**config.mk**
```make
export PLATFORM = sky130hd
export DESIGN_NAME = inst_fetch
export DESIGN_NICKNAME = d
export VERILOG_FILES = /design/src/rtl/inst_fetch.sv
export SDC_FILE = /design/constraint.sdc
export NUM_CORES = 1
export LEC_CHECK = 0
export CELL_PAD_IN_SITES_DETAIL_PLACEMENT = 1
export CELL_PAD_IN_SITES_GLOBAL_PLACEMENT = 1
export CORE_MARGIN = 5
export CORE_UTILIZATION = 25
export CTS_CLUSTER_SIZE = 12
export DETAILED_ROUTE_END_ITERATION = 7
export PLACE_DENSITY = 0.54
export SKIP_LAST_GASP = 1
export SLEW_MARGIN = 10
export SYNTH_ARGS = -nofsm -noshare
export SYNTH_HDL_FRONTEND = slang
export SYNTH_SLANG_ARGS = --single-unit
```
**constraint.sdc**
```tcl
create_clock -name clk -period 10.9 [get_ports clk]
set_clock_uncertainty 0.2 [all_clocks]
set_input_delay 1.635 -clock clk [delete_from_list [all_inputs] [get_ports clk]]
set_output_delay 1.635 -clock clk [all_outputs]
set_load 0.01 [all_outputs]
```
**src/rtl/inst_fetch.sv**
```systemverilog
`default_nettype none
// inst_fetch: issues imem reads for the PC unit's fetch address and buffers returned bundles for decode.
// Optional same-cycle bypass of an empty FIFO when INST_FETCH_BYPASS_EN is defined. Rev 1.0
module inst_fetch #(
  parameter int ADDR_W  = 25,
  parameter int IMEM_AW = 14,
  parameter int DATA_W  = 128,
  parameter int DEPTH   = 2
) (
  input  logic                clk,
  input  logic                rst_n,
  input  logic [ADDR_W-1:0]   pc,
  input  logic                flush,
  output logic                n_stall,
  output logic                imem_en,
  output logic [IMEM_AW-1:0]  imem_addr,
  input  logic [DATA_W-1:0]   imem_rdata,
  output logic [DATA_W-1:0]   inst,
  output logic [ADDR_W-1:0]   inst_pc,
  output logic                inst_valid,
  input  logic                inst_ready
);

  localparam int PTR_W = (DEPTH > 1) ? $clog2(DEPTH) : 1;
  localparam int CNT_W = $clog2(DEPTH + 1);

  logic [DATA_W-1:0] r_data [DEPTH];
  logic [ADDR_W-1:0] r_pcs  [DEPTH];
  logic [PTR_W-1:0]  r_head;
  logic [PTR_W-1:0]  r_tail;
  logic [CNT_W-1:0]  r_count;
  logic              r_inflight;
  logic [ADDR_W-1:0] r_inflight_pc;

  logic              w_fifo_valid;
  logic              w_pop;
  logic              w_fifo_pop;
  logic              w_push;
  logic [CNT_W:0]    w_occ;

  assign w_fifo_valid = (r_count != '0);
  // Outstanding read counts as occupied so a return can never overflow the FIFO.
  assign w_occ        = {1'b0, r_count} + (CNT_W + 1)'(r_inflight);

`ifdef INST_FETCH_BYPASS_EN
  logic w_byp;
  assign w_byp      = ~w_fifo_valid & r_inflight & ~flush;
  assign inst_valid = w_fifo_valid | w_byp;
  assign inst       = w_byp ? imem_rdata : r_data[r_head];
  assign inst_pc    = w_byp ? r_inflight_pc : (w_fifo_valid ? r_pcs[r_head] : '0);
  assign w_pop      = inst_valid & inst_ready & ~flush;
  assign w_fifo_pop = w_pop & w_fifo_valid;
  assign w_push     = r_inflight & ~flush & ~(w_byp & inst_ready);
`else
  assign inst_valid = w_fifo_valid;
  assign inst       = r_data[r_head];
  assign inst_pc    = w_fifo_valid ? r_pcs[r_head] : '0;
  assign w_pop      = w_fifo_valid & inst_ready & ~flush;
  assign w_fifo_pop = w_pop;
  assign w_push     = r_inflight & ~flush;
`endif

  assign n_stall   = flush | (w_occ < (CNT_W + 1)'(DEPTH)) | w_pop;
  assign imem_en   = n_stall & ~flush;
  assign imem_addr = pc[IMEM_AW-1:0];

  always_ff @(posedge clk) begin
    if (w_push) begin
      r_data[r_tail] <= imem_rdata;
      r_pcs[r_tail]  <= r_inflight_pc;
    end
  end

  always_ff @(posedge clk or negedge rst_n) begin
    if (!rst_n) begin
      r_head        <= '0;
      r_tail        <= '0;
      r_count       <= '0;
      r_inflight    <= 1'b0;
      r_inflight_pc <= '0;
    end else if (flush) begin
      r_head     <= '0;
      r_tail     <= '0;
      r_count    <= '0;
      r_inflight <= 1'b0;
    end else begin
      if (w_push)
        r_tail <= r_tail + PTR_W'(1);
      if (w_fifo_pop)
        r_head <= r_head + PTR_W'(1);
      r_count    <= r_count + CNT_W'(w_push) - CNT_W'(w_fifo_pop);
      r_inflight <= imem_en;
      if (imem_en)
        r_inflight_pc <= pc;
    end
  end

endmodule
`default_nettype wire
```
Word level (Yosys, flattened, before mapping)
Memory sizes are Yosys's and may differ from the RTL's.
Cells that the tools add are included.
{ "totals": {"wordCells": 33, "n_memories": 2, "input_bits": 157, "ram_bits": 306, "mem_bits_ro": 0, "latch_bits": 0, "reg_bits": 30} }
{ "op_classes": {"n_mux": 9, "reduce_logical": 4, "bitwise_logic": 7, "n_shift": 0, "n_eq_ne": 0, "order_cmp": 1, "n_addsub": 5, "n_mul": 0, "div_mod_pow": 0} }
{ "mem_list": {"columns": ["memory", "words", "width", "read_ports", "rd_clocked_by_memory_dff", "write_ports", "line", "source"], "rows": [
  ["r_data", 2, 128, 1, 0, 1, "27", "logic [DATA_W-1:0] r_data [DEPTH];"],
  ["r_pcs", 2, 25, 1, 0, 1, "28", "logic [ADDR_W-1:0] r_pcs [DEPTH];"]
]} }
{ "op_table": {"columns": ["cell", "count"], "rows": [
  ["$mux W25", 1],
  ["$mux W1", 7],
  ["$reduce_bool A2 Y1", 3],
  ["$and A1 B1 Y1", 4],
  ["$add A2 B1 Y3", 1],
  ["$lt A3 B2 Y1 const B", 1],
  ["$add A1 B1 Y1 const B", 2],
  ["$add A2 B1 Y2", 1],
  ["$mux W2", 1],
  ["$or A1 B1 Y1", 2],
  ["$reduce_and A2 Y1", 1],
  ["$sub A2 B1 Y2", 1],
  ["$not A1 Y1", 1]
]} }

Longest topological paths before layout
Gate-level depths: netlist of run 1.
{ "logic_depth": {"word_depth": 6, "ltp_mapped": 7, "depth_no_buf": 7} }

Least setup slack after synthesis of run 1
Ideal clock, no wire load.
{ "synth_path": {"path_type": "input port to flip-flop", "start": "input flush", "end": "memory r_data[0][0] (enable)", "setup_time_ns": 0.667, "t_required_ns": 10.033, "arrival_time_ns": 8.158, "n_path_buf": 0, "path_slack_ns": 1.875, "stages": 2, "path_cell_list": "nand2b_1 nor2_1"} }
{ "synth_between": {"elab_chain_len": 4} }
{ "synth_lines": {"columns": ["element", "line", "source"], "rows": [
  ["start, declared", "13", "input logic flush,"],
  ["$not A1 Y1 (no source line)", null, null],
  ["$and A1 B1 Y1", "60", "assign w_push = r_inflight & ~flush;"],
  ["$mux W1", "68", "if (w_push) begin"],
  ["$mux W1 (implied by the code)", "69", "r_data[r_tail] <= imem_rdata;"],
  ["end, declared", "27", null]
]} }
No other way between the ends.

Worst setup path after layout of run 1
{ "layout_path": {"start": "input inst_ready", "end": "output imem_en"} }
{ "layout_between": {"elab_chain_len": 4} }
{ "layout_lines": {"columns": ["element", "line", "source"], "rows": [
  ["start, declared", "21", "input logic inst_ready"],
  ["$and A1 B1 Y1 (2 in a row)", "58", "assign w_pop = w_fifo_valid & inst_ready & ~flush;"],
  ["$or A1 B1 Y1", "63", "assign n_stall = flush | (w_occ < (CNT_W + 1)'(DEPTH)) | w_pop;"],
  ["$and A1 B1 Y1", "64", "assign imem_en = n_stall & ~flush;"],
  ["end, declared", "15", "output logic imem_en,"]
]} }
No other way between the ends.

==> reports/metrics.yaml, run 1 <==
status: "completed"
core_area_um2: 49100
crit_path_end_kind: "output pin"
worstHoldPathType: "flip-flop to flip-flop"
synth.net_count: 756
timing.critical_path.arrival_ns: 3.52
final_common_cell: "sky130_fd_sc_hd__clkdlybuf4s50_1"
hold_buffer_count_at_cts: 0
worst_pin_slew_ns: 0.978
clk_root_buffer_cell: "sky130_fd_sc_hd__clkbuf_16"
cts.sinks: 336
slew_viol_final: 0
seq_area_frac_synth_pct: 80.1
drt_pre_antenna_iters: 4
post_drt_wl_per_cell_um: 18.7
seqCellArea_um2: 9940
clock_tree_from_tritoncts: "built"
syn-mean-instance-area_um2: 20.8
synth-async-reset-ratio_pct: 8.93
maximum_buffer_depth_of_the_clock_tree: 3
primary_flip_flop_cell_chosen_by_synthesis_mapping: "sky130_fd_sc_hd__edfxtp_1"
criticalPathCategory: "input port to output pin"
antenna-diode-count: 0
synth-compound-area-share_pct: 0.262
cap_violations: 0
clock_latency_ns: 0.53
route.vias.total: 6534
synth_area_um2: 12400
design_area_um2: 17600
number_of_enable_type_register_cells_in_the_synthesized_netlist: 306
finalSetupViolCount: 0
critical-path-top-cell-by-count: "sky130_fd_sc_hd__clkdlybuf4s50_1"
max-vdd-ir-drop_uv: 85.6
worstPathMaxFanout: 26
place_worst_setup_slack_ns: 5.44
grt_start_max_net_pins: 68
top_layer_used: "met5"
dpl_cell_area_um2: 16400
gp_congestion: 0.687
synth_cells: 597
fp-row-count: 81
synth-adder-area-share_pct: 0.202
fmax_mhz: 187
tritoncts.num_buffers: 40
most-common-layout-cells: "326 x sky130_fd_sc_hd__clkdlybuf4s50_1, 306 x sky130_fd_sc_hd__edfxtp_1, 152 x sky130_fd_sc_hd__mux2_2"
post_cts_resize_count: 0
num-nets-final: 1099
finalSetupTns_ns: 0
cts_setup_buffers: 0
crit_path_top_delay_cell: "sky130_fd_sc_hd__o21bai_4"
dr_wl_met3_mm: 2.61
post_drt_via_cell_ratio: 4.00
synth_top_family_by_area: "multiplexers"
route.final.wire_length_mm: 30.6
cellLeakagePower_nw: 5.85
worst_slew_margin_rel_pct: 34.8
wl_met1_mm: 11.8
die_w_um: 233
drive_above_1_share_pct: 23.2
critical_path_buf_inv_count: 3
drt.antenna.violating_nets: 0
synth.mux.area_fraction_pct: 15.9
clk_pin_slew_worst_paths_ns: 0.05
global_route.overflow_total: 0
synth_warnings: 0
dieArea_um2: 54200
post-synth-top-area-cell: "sky130_fd_sc_hd__edfxtp_1"
number_of_remaining_drc_errors: 0
drt_iter0_drc: 262
synth_cell_type_count: 19
power.density_cell_area_nw_per_um2: 194
critical_path.max_stage_delay_ns: 0.75
fin_ws_ns: 5.54
routed-wl-met2_mm: 15.4
cp.required_ns: 9.07
grt_first_pass_wirelength_mm: 44.7
grt.total_usage_pct: 10.9
final_min_period_over_clock_period_pct: 49.2
setup.worst_path.start_class: "input port"
area_growth_syn_to_layout_pct: 42.0
period_needed_ns: 5.36
synth-simple-area-share_pct: 1.12
ys_seq_elements: 336
die_h_um: 233
post-dp-hpwl_mm: 19.8
synth.area.top_cells: "sky130_fd_sc_hd__edfxtp_1 74%, sky130_fd_sc_hd__mux2_2 14%, sky130_fd_sc_hd__dfrtp_1 6.1%"
worstPathCellList: "clkdlybuf4s50_1 -> o21bai_4 -> inv_1 -> clkdlybuf4s50_1"
fill_cells: 4990
hold_viol: 0
synth_xor_xnor_area_share_pct: 0.282
kind_of_cell_adding_the_most_delay_to_the_critical_path: "buffers and inverters"
cts-htree-levels: 2
io_buffer_count: 326
grt_pass1_vias: 7256
io_pins: 327
synthDominantCellAreaShare_pct: 74.1
multi_input_area_um2: 2230
rsz0062_at_grt: "false"
initial_standard_cell_utilization_of_the_core_pct: 25.3
antenna_found_initial: 3
registers in the layout, summed over array words and instances (netlist names):
| register | cells |
|---|---|
| r_data | 256 |
| r_pcs | 50 |
| r_inflight_pc | 25 |
| r_count | 2 |
| r_head | 1 |
| r_inflight | 1 |
| r_tail | 1 |
worst register-to-register path: cells and delay by family, from the launching register on:
kind                   cells  cell delay [ns]
buffers and inverters      2             1.26
flip-flops                 1             0.41
AND/OR/NAND/NOR            2             0.76
stage by stage:
step,hold slack [ns],cells,power (mW),utilization (%)
after detailed placement,0.252,1562,2.19,33.3
after global placement,0.245,1562,2.18,33.3
final,0.267,1634,3.42,35.9
after floorplan,0.237,597,1.86,-
after CTS,0.264,1634,3.51,35.9
after global routing,0.281,1634,3.59,35.9
cell families (layout without fill, tap and decap cells):
logic type / count (synthesis) / after routing
xor+xnor: 4 / 4
compound gates: 3 / 3
simple gates: 35 / 35
fa+ha+maj: 2 / 2
flops: 336 / 336
mux: 178 / 178
buf+inv: 39 / 412
path summary, 6_finish.rpt:
check / from / end / slack, ns / cells past startpoint
min in group asynchronous: rst_n / r_inflight_pc[18]$_DFFE_PN0P_ / 1.31 / 2
max in group asynchronous: rst_n / r_head$_DFFE_PN0P_ / 8.84 / 2
worst min register to register: r_inflight_pc[0]$_DFFE_PN0P_ / r_pcs[0][0]$_DFFE_PP_ / 0.27 / 0
worst max register to register: r_inflight$_DFF_PN0_ / r_data[0][99]$_DFFE_PP_ / 7.83 / 4
worst min-delay path: r_inflight_pc[0]$_DFFE_PN0P_ / r_pcs[0][0]$_DFFE_PP_ / 0.27 / 0
worst max-delay path: inst_ready / imem_en / 5.54 / 4
power breakdown:
part,total [mW],leakage (nW),internal (mW),switching [mW]
clock network,1.28,0.622,0.776,0.503
registers,1.55,3.16,1.51,0.0426
logic,0.590,2.07,0.332,0.258
total,3.42,5.85,2.62,0.804
layer usage:
layer | vias to the layer above | global-route usage (%)
met5 | - | 0
met4 | 6 | 2.99
met3 | 55 | 4.77
met2 | 192 | 18.8
met1 | 3286 | 12.2
li1 | 2995 | -
synth_stat cells, drive strengths merged, types with 2 or more instances:
library cell  instances
edfxtp              306
mux2                153
buf                  35
nor2                 32
dfrtp                30
mux2i                25
inv                   4
ha                    2
xnor2                 2
xor2                  2
area by class of cell:
class | count | area share (%)
Clock buffer | 55 | 6.24
Clock inverter | 17 | 0.923
Inverter | 4 | 0.0852
Multi-Input combinational cell | 222 | 12.6
Sequential cell | 336 | 56.4
Tap cell | 664 | 4.72
Timing Repair Buffer | 336 | 19.0
Note: power is estimated with default switching activity, not from simulation.
==> inputs of run 2 (changes only) <==
--- a/config.mk
+++ b/config.mk
@@ -11,7 +11,7 @@
 export CORE_UTILIZATION = 25
 export CTS_CLUSTER_SIZE = 12
 export DETAILED_ROUTE_END_ITERATION = 7
-export PLACE_DENSITY = 0.54
+export PLACE_DENSITY = 0.56
 export SKIP_LAST_GASP = 1
 export SLEW_MARGIN = 10
 export SYNTH_ARGS = -nofsm -noshare
==> constraint.sdc (replaced) <==
create_clock -name clk -period 4.3 [get_ports clk]
set_clock_uncertainty 0.2 [all_clocks]
set_input_delay 0.645 -clock clk [delete_from_list [all_inputs] [get_ports clk]]
set_output_delay 0.645 -clock clk [all_outputs]
set_load 0.01 [all_outputs]
==> run 2 against run 1 <==
Clock power increased by 150%. Critical path depth unchanged. Wire length decreased by 2.0%. Critical endpoint unchanged.
==> reports/metrics.yaml, run 2 (same netlist as run 1, synthesis figures left out) <==
cts-htree-levels: 2
clk_pin_slew_worst_paths_ns: 0.06
largest_register_ff_count: 256
route.vias.total: 6554
drive_above_1_share_pct: 22.5
cap_violations: 0
most-common-layout-cells: "326 x sky130_fd_sc_hd__clkdlybuf4s50_1, 306 x sky130_fd_sc_hd__edfxtp_1, 152 x sky130_fd_sc_hd__mux2_2"
gp_congestion: 0.688
rsz0062_at_grt: "false"
clk_root_buffer_cell: "sky130_fd_sc_hd__clkbuf_16"
finalSetupViolCount: 0
cts.sinks: 336
slew_viol_final: 0
fp-row-count: 81
post_drt_via_cell_ratio: 4.02
final_total_power_mw: 8.60
design_area_um2: 17600
hold_viol: 0
tritoncts.num_buffers: 39
fin_ws_ns: 0.871
grt_first_pass_wirelength_mm: 43.8
endpoint_of_the_worst_slack_reg_to_reg_timing_path: "r_inflight_pc[13]$_DFFE_PN0P_"
io_buffer_count: 326
drt_pre_antenna_iters: 4
cellLeakagePower_nw: 5.82
critical_path_buf_inv_count: 3
clock_latency_ns: 0.54
status: "completed"
dpl_cell_area_um2: 16400
core_area_um2: 49100
worstHoldPathType: "flip-flop to flip-flop"
grt.total_usage_pct: 10.6
die_w_um: 233
grt_start_max_net_pins: 78
maximum_buffer_depth_of_the_clock_tree: 3
worst_slew_margin_rel_pct: 24.4
hold_buffer_count_at_cts: 0
cts_setup_buffers: 0
power.density_cell_area_nw_per_um2: 488
dpl.cell_count: 1559
criticalPathCategory: "input port to output pin"
drt.antenna.violating_nets: 0
worst_pin_slew_ns: 1.13
crit_path_top_delay_cell: "sky130_fd_sc_hd__o21bai_4"
grt_pass1_vias: 7158
timing.reg2reg.setup_slack_ns: 2.33
die_h_um: 233
worstSetupEndpoint: "imem_en"
route.final.wire_length_mm: 30.0
final_min_period_over_clock_period_pct: 79.7
area_growth_syn_to_layout_pct: 42.1
num-nets-final: 1095
max-vdd-ir-drop_uv: 287
initial_standard_cell_utilization_of_the_core_pct: 25.3
kind_of_cell_adding_the_most_delay_to_the_critical_path: "buffers and inverters"
crit_path_end_kind: "output pin"
critical-path-top-cell-by-count: "sky130_fd_sc_hd__clkdlybuf4s50_1"
dieArea_um2: 54200
post-dp-hpwl_mm: 19.7
final_common_cell: "sky130_fd_sc_hd__clkdlybuf4s50_1"
cp.required_ns: 3.45
finish.cell_count_without_fillers: 1629
place_worst_setup_slack_ns: 0.823
io_pins: 327
antenna_found_initial: 2
drt_iter0_drc: 227
worstPathCellList: "clkdlybuf4s50_1 -> o21bai_4 -> inv_1 -> clkdlybuf4s50_1"
r2r.worst_path.cells: 3
worstPathMaxFanout: 26
clock_tree_from_tritoncts: "built"
number_of_remaining_drc_errors: 0
post_cts_resize_count: 0
setup.worst_path.start_class: "input port"
worstHoldStart: "r_inflight_pc[12]$_DFFE_PN0P_"
largest-register: "r_data"
period_needed_ns: 3.43
fmax_mhz: 292
critical_path.max_stage_delay_ns: 0.72
post_drt_wl_per_cell_um: 18.4
crit-reg2reg-launch: "r_inflight$_DFF_PN0_"
reg_top3: "r_data x256, r_pcs x50, r_inflight_pc x25"
critical_path.startpoint: "inst_ready"
timing.critical_path.arrival_ns: 2.58
global_route.overflow_total: 0
timing.critical_path.depth: 4
[run 2: changes by cell type in the layout (fill, tap and decap cells not counted), sizes merged]
| cell | delta |
|---|---|
| diode | +1 |
| clkinvlp | +2 |
| inv | +2 |
| buf | -3 |
| clkinv | -7 |
[run 2: final cells by class]
| class | instances | area (um2) |
|---|---|---|
| inverters | 4 | 15.0 |
| clock inverters | 14 | 160 |
| fillers | 4966 | 31400 |
| well taps | 664 | 831 |
| diodes | 1 | 2.50 |
| flip-flops and latches | 336 | 9940 |
| multi-input cells | 222 | 2230 |
| repair buffers | 333 | 3390 |
| clock buffers | 55 | 1060 |
[run 2: how the worst min path moves through the flow]
| stage | end | slack, ns | depth (start not counted) |
|---|---|---|---|
| finish | r_pcs[1][12]$_DFFE_PP_ | 0.26 | 0 |
| global route | r_pcs[0][17]$_DFFE_PP_ | 0.27 | 0 |
| CTS | r_pcs[0][17]$_DFFE_PP_ | 0.26 | 0 |
| detailed placement | r_pcs[1][8]$_DFFE_PP_ | 0.25 | 0 |
| global placement | r_pcs[1][24]$_DFFE_PP_ | 0.24 | 0 |
| floorplan | r_count[0]$_DFF_PN0_ | 0.15 | 0 |
[run 2: worst reg2reg max path, delay by kind of cell (launching register included)]
kind	cells	cell delay (ns)
AO/OA/AOI/OAI	2	0.78
flip-flops	1	0.45
multiplexers	1	0.43
[run 2: where the power goes]
group          switching [mW]  total [mW]  leakage, nW  internal, mW
clock network            1.26        3.16        0.582          1.90
logic                   0.682        1.54         2.07         0.854
registers              0.0734        3.90         3.16          3.83
total                    2.02        8.60         5.82          6.58
[run 2: per-stage QoR]
stage                     hold WS, ns  TNS (ns)  util (%)
after floorplan                 0.149   -356.61         -
after global placement          0.245         0      33.4
after detailed placement        0.253         0      33.4
after CTS                       0.258         0      35.9
after global routing            0.272         0      35.9
final                           0.261         0      35.9
[run 2: routing by layer]
| metal | routed length, um | track usage, % | vias up |
|---|---|---|---|
| met5 | 23 | 0 | - |
| met4 | 666 | 3.77 | 4 |
| met3 | 2410 | 3.77 | 52 |
| li1 | - | - | 2974 |
| met1 | 12200 | 12.8 | 3308 |
| met2 | 14700 | 17.6 | 216 |
